### src/rtl/spi_shift_engine_pkg.sv
// spi_pkg: shared FSM encoding, width limit and mode record for the SPI shift engine.
package spi_pkg;

    localparam int SPI_MAX_W = 32;

    typedef enum logic [1:0] {
        IDLE,
        SHIFT,
        DONE
    } spi_state_t;

    typedef struct packed {
        logic cpha;
        logic lsb_first;
    } spi_mode_t;

endpackage

### src/rtl/spi_shift_engine_if.sv
// Handshake and serial bundle between the SPI master FSM / pad logic and the shift engine.
// Defining SPI_LSB_FIRST_EN adds the LsbFirst request bit.
interface spi_shift_engine_if #(
    parameter int DATA_W = 8
) ();

    logic              Start;
    logic [DATA_W-1:0] TxData;
    logic              Cpha;
    logic              SckLead;
    logic              SckTrail;
    logic              Miso;
    logic              Abort;
`ifdef SPI_LSB_FIRST_EN
    logic              LsbFirst;
`endif
    logic              Mosi;
    logic [DATA_W-1:0] RxData;
    logic              Busy;
    logic              Done;

`ifdef SPI_LSB_FIRST_EN
    modport master (
        output Start, TxData, Cpha, SckLead, SckTrail, Miso, Abort, LsbFirst,
        input  Mosi, RxData, Busy, Done
    );

    modport slave (
        input  Start, TxData, Cpha, SckLead, SckTrail, Miso, Abort, LsbFirst,
        output Mosi, RxData, Busy, Done
    );
`else
    modport master (
        output Start, TxData, Cpha, SckLead, SckTrail, Miso, Abort,
        input  Mosi, RxData, Busy, Done
    );

    modport slave (
        input  Start, TxData, Cpha, SckLead, SckTrail, Miso, Abort,
        output Mosi, RxData, Busy, Done
    );
`endif

endinterface

### src/rtl/spi_shift_engine_bit_counter.sv
// spi_bit_counter: clearable up-counter for received bits with a terminal-count flag.
module spi_bit_counter #(
    parameter int CNT_W = 4,
    parameter int LAST  = 7
) (
    input  logic Clk,
    input  logic Rst,
    input  logic i_clr,
    input  logic i_inc,
    output logic o_tc
);

    localparam logic [CNT_W-1:0] LAST_CNT = CNT_W'(LAST);

    logic [CNT_W-1:0] r_cnt;

    // NOTE: sequential state is written with non-blocking assignments only, so every
    // flop samples pre-edge values regardless of process evaluation order.
    always_ff @(posedge Clk) begin
        if (!Rst) begin
            r_cnt <= '0;
        end else if (i_clr) begin
            r_cnt <= '0;
        end else if (i_inc) begin
            r_cnt <= r_cnt + CNT_W'(1);
        end
    end

    // High while the next increment completes the word
    assign o_tc = (r_cnt == LAST_CNT);

endmodule

### src/rtl/spi_shift_engine.sv
// spi_shift_engine: DATA_W-bit SPI shifter with CPHA select, Busy/Done handshake and abort.
// Defining SPI_LSB_FIRST_EN adds LsbFirst, selecting LSB-first shifting per transfer.
module spi_shift_engine
    import spi_pkg::*;
#(
    parameter int DATA_W = 8
) (
    input logic               Clk,
    input logic               Rst,
    spi_shift_engine_if.slave bus
);

    localparam int CNT_W = $clog2(DATA_W + 1);

    spi_state_t        r_state;
    spi_state_t        w_next;
    spi_mode_t         r_mode;
    spi_mode_t         w_mode_in;
    logic [DATA_W-1:0] r_tx_shift;
    logic [DATA_W-1:0] r_rx_shift;
    logic [DATA_W-1:0] r_rx_data;
    logic              r_done;
    logic              r_skip_lch;
    logic              w_idle;
    logic              w_load;
    logic              w_abort;
    logic              w_smp;
    logic              w_lch;
    logic              w_finish;
    logic              w_tc;

    always_comb begin
        w_mode_in.cpha = bus.Cpha;
`ifdef SPI_LSB_FIRST_EN
        w_mode_in.lsb_first = bus.LsbFirst;
`else
        w_mode_in.lsb_first = 1'b0;
`endif
    end

    assign w_idle   = (r_state == IDLE);
    assign w_load   = w_idle && bus.Start;
    assign w_abort  = !w_idle && bus.Abort;
    assign w_smp    = (r_state == SHIFT) && (r_mode.cpha ? bus.SckTrail : bus.SckLead);
    // Lead and trail together is a protocol error: the sample stands, the launch is dropped
    assign w_lch    = (r_state == SHIFT) && !(bus.SckLead && bus.SckTrail)
                   && (r_mode.cpha ? bus.SckLead : bus.SckTrail);
    assign w_finish = (r_state == DONE) && !bus.Abort;

    spi_bit_counter #(
        .CNT_W (CNT_W),
        .LAST  (DATA_W - 1)
    ) u_bit_cnt (
        .Clk   (Clk),
        .Rst   (Rst),
        .i_clr (w_load),
        .i_inc (w_smp),
        .o_tc  (w_tc)
    );

    always_ff @(posedge Clk) begin
        if (!Rst) begin
            r_state <= IDLE;
        end else begin
            r_state <= w_next;
        end
    end

    always_comb begin
        // NOTE: default assignment first, so no path leaves w_next unassigned (no latch).
        w_next = r_state;
        case (r_state)
            IDLE:    if (bus.Start) w_next = SHIFT;
            SHIFT: begin
                if (bus.Abort) begin
                    w_next = IDLE;
                end else if (w_smp && w_tc) begin
                    w_next = DONE;
                end
            end
            DONE:    w_next = IDLE;
            default: w_next = IDLE;
        endcase
    end

    always_comb begin
        bus.Busy = (r_state != IDLE);
    end

    always_ff @(posedge Clk) begin
        if (!Rst) begin
            r_tx_shift <= '0;
            r_rx_shift <= '0;
            r_rx_data  <= '0;
            r_done     <= 1'b0;
            r_mode     <= '0;
            r_skip_lch <= 1'b0;
        end else begin
            r_done <= w_finish;
            if (w_finish) begin
                r_rx_data <= r_rx_shift;
            end

            if (w_load) begin
                r_tx_shift <= bus.TxData;
                r_rx_shift <= '0;
                r_mode     <= w_mode_in;
                // With CPHA=1 bit 0 is already on Mosi, so the first launch is swallowed
                r_skip_lch <= bus.Cpha;
            end else if (w_abort) begin
                r_tx_shift <= '0;
            end else begin
                if (w_smp) begin
                    r_rx_shift <= r_mode.lsb_first ? {bus.Miso, r_rx_shift[DATA_W-1:1]}
                                                   : {r_rx_shift[DATA_W-2:0], bus.Miso};
                end
                if (w_lch) begin
                    if (r_skip_lch) begin
                        r_skip_lch <= 1'b0;
                    end else begin
                        r_tx_shift <= r_mode.lsb_first ? {1'b0, r_tx_shift[DATA_W-1:1]}
                                                       : {r_tx_shift[DATA_W-2:0], 1'b0};
                    end
                end
            end
        end
    end

    assign bus.Mosi   = r_mode.lsb_first ? r_tx_shift[0] : r_tx_shift[DATA_W-1];
    assign bus.RxData = r_rx_data;
    assign bus.Done   = r_done;

endmodule

### src/flat_wrapper.sv
// flat-port wrapper written by rule: the top's interface ports become plain ports
module spi_shift_engine_flat import spi_pkg::*;
#(
    parameter int DATA_W = 8
)
  (Clk, Rst, bus_Start, bus_TxData, bus_Cpha, bus_SckLead, bus_SckTrail, bus_Miso, bus_Abort, bus_Mosi, bus_RxData, bus_Busy, bus_Done);
  spi_shift_engine_if #(.DATA_W(DATA_W)) bus_i ();
  input logic Clk;
  input logic Rst;
  input wire logic [$bits(bus_i.Start)-1:0] bus_Start;
  input wire logic [$bits(bus_i.TxData)-1:0] bus_TxData;
  input wire logic [$bits(bus_i.Cpha)-1:0] bus_Cpha;
  input wire logic [$bits(bus_i.SckLead)-1:0] bus_SckLead;
  input wire logic [$bits(bus_i.SckTrail)-1:0] bus_SckTrail;
  input wire logic [$bits(bus_i.Miso)-1:0] bus_Miso;
  input wire logic [$bits(bus_i.Abort)-1:0] bus_Abort;
  output wire logic [$bits(bus_i.Mosi)-1:0] bus_Mosi;
  output wire logic [$bits(bus_i.RxData)-1:0] bus_RxData;
  output wire logic [$bits(bus_i.Busy)-1:0] bus_Busy;
  output wire logic [$bits(bus_i.Done)-1:0] bus_Done;
  assign bus_i.Start = bus_Start;
  assign bus_i.TxData = bus_TxData;
  assign bus_i.Cpha = bus_Cpha;
  assign bus_i.SckLead = bus_SckLead;
  assign bus_i.SckTrail = bus_SckTrail;
  assign bus_i.Miso = bus_Miso;
  assign bus_i.Abort = bus_Abort;
  assign bus_Mosi = bus_i.Mosi;
  assign bus_RxData = bus_i.RxData;
  assign bus_Busy = bus_i.Busy;
  assign bus_Done = bus_i.Done;
  spi_shift_engine #(.DATA_W(DATA_W)) u_core (.Clk(Clk), .Rst(Rst), .bus(bus_i));
endmodule
### config.mk
export PLATFORM = sky130hd
export DESIGN_NAME = spi_shift_engine_flat
export DESIGN_NICKNAME = d
export VERILOG_FILES = /design/src/rtl/spi_shift_engine_pkg.sv /design/src/rtl/spi_shift_engine_if.sv /design/src/rtl/spi_shift_engine_bit_counter.sv /design/src/rtl/spi_shift_engine.sv /design/src/flat_wrapper.sv
export SDC_FILE = /design/constraint.sdc
export NUM_CORES = 1
export LEC_CHECK = 0
export CAP_MARGIN = 20
export CORE_UTILIZATION = 45
export DETAILED_ROUTE_END_ITERATION = 10
export GPL_ROUTABILITY_DRIVEN = 0
export PLACE_DENSITY = 0.82
export SYNTH_ARGS = -nofsm -noshare
export SYNTH_HDL_FRONTEND = slang
export SYNTH_SLANG_ARGS = --single-unit
### constraint.sdc
create_clock -name Clk -period 1.7 [get_ports Clk]
set_input_delay 0.425 -clock Clk [delete_from_list [all_inputs] [get_ports Clk]]
set_output_delay 0.425 -clock Clk [all_outputs]
set_load 0.005 [all_outputs]
==> results of run 1 <==
power groups by stage:
stage          Combinational (mW)  Sequential, mW  Clock (mW)
5_1_grt                     0.230           0.815       0.655
2_1_floorplan               0.110           0.828           0
3_5_place_dp                0.201           0.832           0
4_1_cts                     0.206           0.813       0.630
6_report                    0.212           0.812       0.616
3_3_place_gp                0.194           0.831           0
how the worst min path moves through the flow:
stage / from / to
detailed placement: u_core.r_tx_shift[0]$_SDFFE_PN0P_ / u_core.r_tx_shift[0]$_SDFFE_PN0P_
CTS: u_core.u_bit_cnt.r_cnt[3]$_SDFFE_PP0P_ / u_core.r_state[1]$_SDFFE_PN0P_
floorplan: u_core.r_tx_shift[0]$_SDFFE_PN0P_ / u_core.r_tx_shift[0]$_SDFFE_PN0P_
global placement: u_core.r_tx_shift[0]$_SDFFE_PN0P_ / u_core.r_tx_shift[0]$_SDFFE_PN0P_
finish: u_core.u_bit_cnt.r_cnt[3]$_SDFFE_PP0P_ / u_core.r_state[1]$_SDFFE_PN0P_
global route: u_core.u_bit_cnt.r_cnt[3]$_SDFFE_PP0P_ / u_core.r_state[1]$_SDFFE_PN0P_
layout make-up:
cell class / instances / area share, %
Multi-Input combinational cell: 105 / 37.4
Sequential cell: 33 / 34.7
Timing Repair Buffer: 42 / 21.5
Clock buffer: 7 / 2.86
Tap cell: 31 / 2.01
Clock inverter: 1 / 1.56
Yosys cell counts, drive strengths merged:
| master | n |
|---|---|
| ha | 1 |
| nor2b | 8 |
| or2 | 2 |
| nor3b | 3 |
| a21boi | 2 |
| buf | 4 |
| clkbuf | 3 |
| nand2b | 1 |
| a31oi | 1 |
| nor2 | 13 |
| nand3 | 3 |
| o21ai | 4 |
| nor3 | 2 |
| and2 | 2 |
| nand3b | 1 |
| or3b | 2 |
| dfxtp | 33 |
| and3 | 6 |
| a211oi | 2 |
| mux2i | 17 |
| nor4 | 1 |
| a21oi | 13 |
| nand2 | 10 |
| o31ai | 8 |
| xnor2 | 3 |
timing repair:
action                     4_1_cts  5_1_grt
resized for setup                7        5
pin swaps                        0        2
gates cloned                     0        0
setup buffers                    1        2
setup endpoints to repair        8        6
per-stage QoR:
step,util (%),power [mW],setup TNS [ns]
2_1_floorplan,-,0.938,0
3_3_place_gp,62.9,1.02,-7.86
3_5_place_dp,62.9,1.03,-8.96
4_1_cts,66.6,1.65,0
5_1_grt,67.5,1.70,0
6_report,67.5,1.64,0
layer usage:
metal | GRT usage [%] | vias to the layer above | share of wire [%]
met4 | 8.16 | 0 | 1.8
met3 | 5.36 | 6 | 4.5
met5 | 0 | - | 0
met2 | 31.9 | 27 | 50
li1 | - | 601 | -
met1 | 23.4 | 551 | 44
registers in the layout (all words and copies together), names as in the netlist:
register,cells
u_core.r_tx_shift,8
u_core.bus.Done,1
u_core.u_bit_cnt.r_cnt,4
u_core.r_state,2
u_core.r_mode,1
u_core.bus.RxData,8
u_core.r_rx_shift,8
u_core.r_skip_lch,1
cell families after synthesis:
group                      synth area share, %
and+or+nand+nor                           21.5
muxes                                     12.1
buffers and inverters                     2.66
adders and majority gates                0.886
AOI/OAI and AO/OA                         14.3
DFF                                       46.8
xor gates and xnor gates                  1.86
==> results.json, run 1 <==
{
  "die_y_um": 58.0,
  "grt.total_usage_pct": 19.2,
  "finalWorstSetupSlack_ns": 0.0563,
  "cp_cell_sequence": "clkdlybuf4s50_1",
  "drv_slew": 0,
  "critPathMaxFanout": 2,
  "cp-endpoint": "bus_RxData[2]",
  "powerDensity_nw_per_um2": 851,
  "drtIter0Drc": 39,
  "grt.overflow.total": 0,
  "critical_path_buf_inv_count": 1,
  "fillCellCount": 244,
  "p_leak_nw": 0.721,
  "end_kind": "output port",
  "num_rows": 19,
  "multi_input_area_um2": 721,
  "dpl.cell_count": 208,
  "period_needed_ns": 1.64,
  "worstHoldPathCells": 1,
  "place_ws_ns": -0.417,
  "syn_nets": 162,
  "cts_tree": "yes",
  "cts_num_sinks": 33,
  "ys_ff_latch": 33,
  "fin_hold_ws_ns": 0.463,
  "routed-via-count": 1185,
  "drc": 2,
  "start_util_pct": 49.5,
  "power.share.clock_pct": 37.6,
  "grt_pass1_vias": 1136,
  "layout_common_cells": "31 x dfxtp_1, 23 x clkdlybuf4s50_1, 17 x mux2i_1",
  "regArea_um2": 668,
  "grt_pass1_wl_um": 4860,
  "final_common_cell": "dfxtp_1",
  "critPathKind": "reg -> out",
  "crit-reg2reg-launch": "u_core.r_state[1]$_SDFFE_PN0P_",
  "regToRegSetupSlack_ns": 0.12,
  "hpwl_um": 2170,
  "htreeDepth": 2,
  "status": "finished, violations left",
  "cp.arrival_ns": 1.22,
  "p_sw_mw": 0.377,
  "swShare_pct": 23.0,
  "totalWireLength_um": 2960,
  "antenna_found_initial": 0,
  "crit_path_start_kind": "flop",
  "maxCapViolCount": 0,
  "core-area_um2": 2850,
  "cp-startpoint": "u_core.bus.RxData[2]$_SDFFE_PN0P_",
  "timing.fmax_mhz": 608,
  "stdcell_count": 219,
  "hold_viol": 0,
  "rsz0062_at_grt": "no",
  "antenna_cells": 0,
  "synth_top_cell_by_area": "dfxtp_1",
  "cts_inserted_buffers": 5,
  "fp.dieW_um": 58.0,
  "clk_root_buffer_cell": "clkbuf_4",
  "yosysWarnings": 0,
  "relSlewSlack_pct": 76.0,
  "synth_top_cell_area_share_pct": 46.8,
  "violations": "DRC",
  "reg2reg_to": "u_core.r_tx_shift[7]$_SDFFE_PN0P_",
  "wl_per_cell_um": 13.5,
  "layout.nets": 204,
  "clock_latency_ns": 0.34,
  "placed_cell_area_um2": 1800,
  "slowest_stage": "clkdlybuf4s50_1",
  "synth_seq_area_share_pct": 46.8,
  "synthCells": 145,
  "drt-vias-per-instance": 5.41,
  "worst_slew_pin_slew_ns": 0.350,
  "holdBufCountCts": 0,
  "portBuffers": 26,
  "clk_pin_slew_ns": 0.10,
  "synth.cell_area_um2": 1410,
  "ff2ff_path_depth": 6,
  "hp-class": "reg -> reg",
  "yosysUniqueCellTypes": 32,
  "synth_area_leaders": "dfxtp_1 47%, mux2i_1 12%, a21oi_1 4.6%",
  "fin_area_um2": 1930,
  "route.antenna.remaining_nets": 0,
  "intPower_mw": 1.26,
  "cp.depth": 1,
  "clockBufferDepth": 2,
  "io_pins": 27,
  "skew_ns": 0.0146,
  "p_seq_share_pct": 49.5,
  "layout-drive-gt1-share_pct": 18.6,
  "die-area_um2": 3360,
  "combPwrFrac_pct": 13.0,
  "grt_max_degree": 14,
  "worstPathRequired_ns": 1.27,
  "critPathTopFamily": "buffers and inverters",
  "avgSynthCellArea_um2": 9.73,
  "ir_drop_mv": 0.729,
  "finalCritPeriodShare_pct": 96.7,
  "slowest_delay_ns": 0.51,
  "setup_violations": 0,
  "area_growth_pct": 36.5,
  "first_pass_iters": 7
}
(Power assumes the default switching activity.)
==> run 2: changes to the inputs <==
==> constraint.sdc (replaced) <==
create_clock -name Clk -period 1.9 [get_ports Clk]
set_input_delay 0.19 -clock Clk [delete_from_list [all_inputs] [get_ports Clk]]
set_output_delay 0.19 -clock Clk [all_outputs]
set_load 0.005 [all_outputs]
==> results.json, run 2 (synthesis results as in run 1) <==
{
  "met2_usage_pct": 31.4,
  "fin_hold_ws_ns": 0.412,
  "fillCellCount": 259,
  "core-area_um2": 2850,
  "critPathKind": "reg -> out",
  "setup_violations": 0,
  "worstPathRequired_ns": 1.71,
  "placed_cell_area_um2": 1740,
  "stdcell_count": 209,
  "grt.overflow.total": 0,
  "io_pins": 27,
  "skew_ns": 0.00860,
  "die_y_um": 58.0,
  "htreeDepth": 2,
  "relSlewSlack_pct": 53.4,
  "antenna_found_initial": 0,
  "holdBufCountCts": 0,
  "antenna_cells": 0,
  "timing.fmax_mhz": 607,
  "finalCritPeriodShare_pct": 86.7,
  "first_pass_iters": 7,
  "num_rows": 19,
  "layout.nets": 195,
  "rsz0062_at_grt": "no",
  "hp-class": "in -> reg",
  "area_growth_pct": 27.0,
  "final_common_cell": "dfxtp_1",
  "cts_inserted_buffers": 5,
  "busiest_layer": "met2",
  "tns_ns": 0,
  "routed-via-count": 1154,
  "worstHoldPathCells": 3,
  "grt_use_met1_pct": 23.3,
  "hpwl_um": 2170,
  "crit_path_start_kind": "flop",
  "grt_pass1_vias": 1088,
  "grt.total_usage_pct": 19.0,
  "cts_resized": 0,
  "slowest_delay_ns": 0.44,
  "layout-drive-gt1-share_pct": 11.8,
  "use_met3_pct": 3.57,
  "fin_area_um2": 1790,
  "totalWireLength_um": 2880,
  "drt-vias-per-instance": 5.52,
  "critPathMaxFanout": 6,
  "clk_pin_slew_ns": 0.10,
  "hold_viol": 0,
  "post-cts-setup-buffers": 0,
  "grt_pass1_wl_um": 4840,
  "maxCapViolCount": 0,
  "die-area_um2": 3360,
  "drc": 2,
  "slowest_stage": "clkdlybuf4s50_1",
  "p_leak_nw": 0.636,
  "end_kind": "output port",
  "regArea_um2": 661,
  "ir_drop_mv": 0.417,
  "clk_root_buffer_cell": "clkbuf_4",
  "status": "finished, violations left",
  "fp.dieW_um": 58.0,
  "grt_max_degree": 15,
  "worst_slew_pin_slew_ns": 0.679,
  "drv_slew": 0,
  "period_needed_ns": 1.65,
  "route.antenna.remaining_nets": 0,
  "drtIter0Drc": 38,
  "cp_cell_sequence": "or2_2, clkdlybuf4s50_1",
  "multi_input_area_um2": 713,
  "clock_latency_ns": 0.33,
  "ff2ff_path_depth": 4,
  "wl_per_cell_um": 13.8,
  "cts_tree": "yes",
  "powerDensity_nw_per_um2": 723,
  "dpl.cell_count": 202,
  "clockBufferDepth": 2,
  "violations": "DRC",
  "cts_num_sinks": 33,
  "start_util_pct": 49.5,
  "layout_common_cells": "33 x dfxtp_1, 26 x clkdlybuf4s50_1, 17 x mux2i_1",
  "cp.arrival_ns": 1.46,
  "power_mw": 1.30,
  "portBuffers": 26
}
## run 2: changes by cell type in the layout (fill, tap and decap cells not counted), sizes merged
| cell | delta |
|---|---|
| clkdlybuf4s15 | -1 |
| bufinv | -1 |
| dlymetal6s2s | -2 |
| clkdlybuf4s50 | +3 |
| buf | -9 |
## run 2: critical path, delay by kind of cell, from the launching register on
kind,cells,cell delay (ns)
buffers and inverters,1,0.44
flip-flops,1,0.38
AND/OR/NAND/NOR,1,0.31
## run 2: routing by layer
metal / vias to the layer above / share of wire, %
met5: - / 0
met4: 0 / 2.3
met3: 9 / 3.3
met2: 26 / 48
met1: 540 / 46
li1: 579 / -
## run 2: stage by stage
step | setup slack, ns | util (%)
floorplan | 0.397 | -
CTS | 0.244 | 62.9
global route | 0.165 | 62.9
finish | 0.254 | 62.9
global placement | 0.0550 | 60.9
detailed placement | 0.00753 | 60.9
## run 2: area by class of cell
class,instances,area share (%)
Clock buffer,7,3.07
Multi-Input combinational cell,105,39.8
Sequential cell,33,36.8
Tap cell,31,2.16
Timing Repair Buffer,33,18.1
## run 2: power by group
part | switching (mW) | internal, mW
Sequential | 0.0157 | 0.714
Clock | 0.226 | 0.175
Combinational | 0.0792 | 0.0859
## run 2: path summary, 6_finish.rpt
kind | startpoint | end | slack (ns)
worst max register to register | u_core.r_state[1]$_SDFFE_PN0P_ | u_core.r_tx_shift[1]$_SDFFE_PN0P_ | 0.26
worst max-delay path | u_core.r_state[1]$_SDFFE_PN0P_ | bus_Busy | 0.25
worst min-delay path | bus_TxData[0] | u_core.r_tx_shift[0]$_SDFFE_PN0P_ | 0.41
worst min register to register | u_core.r_tx_shift[0]$_SDFFE_PN0P_ | u_core.r_tx_shift[0]$_SDFFE_PN0P_ | 0.47
==> run 3: changes to the inputs <==
Settings changed: PLACE_DENSITY 0.82 to 0.81, RECOVER_POWER set to 50, SYNTH_HIERARCHICAL set to 1.
==> results.json, run 3 <==
{
  "timing.fmax_mhz": 585,
  "hold_viol": 0,
  "num_rows": 20,
  "status": "finished, final reports clean",
  "antenna_cells": 0,
  "hp-class": "in -> reg",
  "die-area_um2": 3670,
  "fp.dieW_um": 60.6,
  "cts_tree": "yes",
  "synth_commonest_cells": "33 x dfxtp_1, 33 x mux2i_1, 19 x nor2_1",
  "wl_per_cell_um": 13.1,
  "route.antenna.remaining_nets": 0,
  "tns_ns": 0,
  "cts_inserted_buffers": 5,
  "hpwl_um": 2230,
  "worstPathRequired_ns": 1.71,
  "synthFlopType": "dfxtp_1",
  "core-area_um2": 3150,
  "met2_usage_pct": 34.4,
  "grt_pass1_wl_um": 5230,
  "cp.arrival_ns": 1.52,
  "portBuffers": 26,
  "clockBufferDepth": 2,
  "grt_use_met1_pct": 21.9,
  "synth_top_cell_by_area": "dfxtp_1",
  "yosysUniqueCellTypes": 33,
  "drv_slew": 0,
  "period_needed_ns": 1.71,
  "critPathMaxFanout": 9,
  "grt.total_usage_pct": 19.5,
  "clk_pin_slew_ns": 0.10,
  "rsz0062_at_grt": "no",
  "setup_violations": 0,
  "finalCritPeriodShare_pct": 89.9,
  "skew_ns": 0.00508,
  "layout.nets": 207,
  "end_kind": "output port",
  "synthCells": 157,
  "synth_top_cell_area_share_pct": 42.8,
  "powerDensity_nw_per_um2": 739,
  "start_util_pct": 48.9,
  "first_pass_iters": 2,
  "drc": 0,
  "grt.overflow.total": 0,
  "antenna_found_initial": 0,
  "grt_max_degree": 21,
  "ir_drop_mv": 0.473,
  "synth.cell_area_um2": 1540,
  "layout-drive-gt1-share_pct": 10.5,
  "stdcell_count": 235,
  "htreeDepth": 2,
  "syn_nets": 174,
  "post-cts-setup-buffers": 0,
  "crit_path_start_kind": "flop",
  "yosysWarnings": 6,
  "synth_edf_count": 0,
  "ys_ff_latch": 33,
  "use_met3_pct": 5.54,
  "ys_async_sr_fraction_pct": 0,
  "clock_latency_ns": 0.33,
  "layout_common_cells": "33 x mux2i_1, 33 x dfxtp_1, 19 x nor2_1",
  "maxCapViolCount": 0,
  "synth_area_leaders": "dfxtp_1 43%, mux2i_1 21%, nor2_1 4.6%",
  "final_util_pct": 61.6,
  "io_pins": 27,
  "worst_slew_pin_slew_ns": 0.548,
  "grt_pass1_vias": 1227,
  "clk_root_buffer_cell": "clkbuf_4",
  "relSlewSlack_pct": 63.4,
  "die_y_um": 60.6,
  "dpl.cell_count": 227,
  "totalWireLength_um": 3090,
  "critPathKind": "reg -> out",
  "routed-via-count": 1181,
  "synth_seq_area_share_pct": 42.8,
  "avgSynthCellArea_um2": 9.83,
  "fin_hold_ws_ns": 0.433,
  "area_growth_pct": 26.0,
  "drt-vias-per-instance": 5.03,
  "drtIter0Drc": 35,
  "cts_num_sinks": 33,
  "p_leak_nw": 0.769,
  "power_mw": 1.44,
  "busiest_layer": "met2"
}
-- run 3: cell count changes in the layout (fill, tap and decap cells not counted), sizes merged, moves of 8 or more --
cell           change
mux2i             +16
a21oi             -10
clkdlybuf4s50     -10
dlygate4sd3       +10
nor2               +8
o31ai              -8
-- run 3: worst max-delay path, stage by stage, from the launching register on --
cell and delay (ns):
dfxtp_1 0.36, nor2_4 0.23, inv_2 0.13, clkdlybuf4s50_1 0.46
-- run 3: cells by family after synthesis --
family	count (synthesis)	synth area share, %
AOI/OAI and AO/OA	17	7.95
xor gates and xnor gates	1	0.568
adders and majority gates	1	0.811
buffers and inverters	10	4.06
DFF	33	42.8
muxes	33	21.4
and+or+nand+nor	62	22.4
-- run 3: cell type report --
type                            count  area [um^2]
Clock buffer                        7         55.1
Inverter                            3         11.3
Sequential cell                    33          661
Clock inverter                      1         30.0
Multi-Input combinational cell    114          825
Tap cell                           44         55.1
Fill cell                         291         1210
Timing Repair Buffer               33          307
-- run 3: worst paths after layout --
path                                          start                           endpoint  slack [ns]  cells past startpoint
hold reg to reg   u_core/r_tx_shift[7]$_SDFFE_PN0P_  u_core/r_tx_shift[7]$_SDFFE_PN0P_        0.47                      2
hold / removal                        bus_TxData[0]  u_core/r_tx_shift[0]$_SDFFE_PN0P_        0.43                      3
setup reg to reg     u_core/r_state[1]$_SDFFE_PN0P_  u_core/bus.RxData[4]$_SDFFE_PN0P_        0.34                      4
setup / recovery     u_core/r_state[1]$_SDFFE_PN0P_                           bus_Busy        0.19                      3
-- run 3: timing repair --
item | 4_1_cts | 5_1_grt
hold buffers | 0 | 0
setup endpoints to repair | 0 | 1
gates resized for setup | 0 | 1
-- run 3: power breakdown --
part	switching (mW)	internal, mW
combinational	0.0808	0.0880
clock	0.232	0.314
sequential	0.0134	0.707
-- run 3: per-stage QoR --
| stage | worst slack (ns) | area (um^2) |
|---|---|---|
| floorplan | 0.477 | 1540 |
| global placement | 0.211 | 1860 |
| detailed placement | 0.161 | 1860 |
| CTS | 0.0517 | 1940 |
| global route | 0.0946 | 1940 |
| finish | 0.191 | 1940 |
-- run 3: per-layer routing --
metal	up-vias	part of all wire, %
met2	25	50
li1	604	-
met4	0	1.6
met1	546	44
met3	6	4.4
met5	-	0
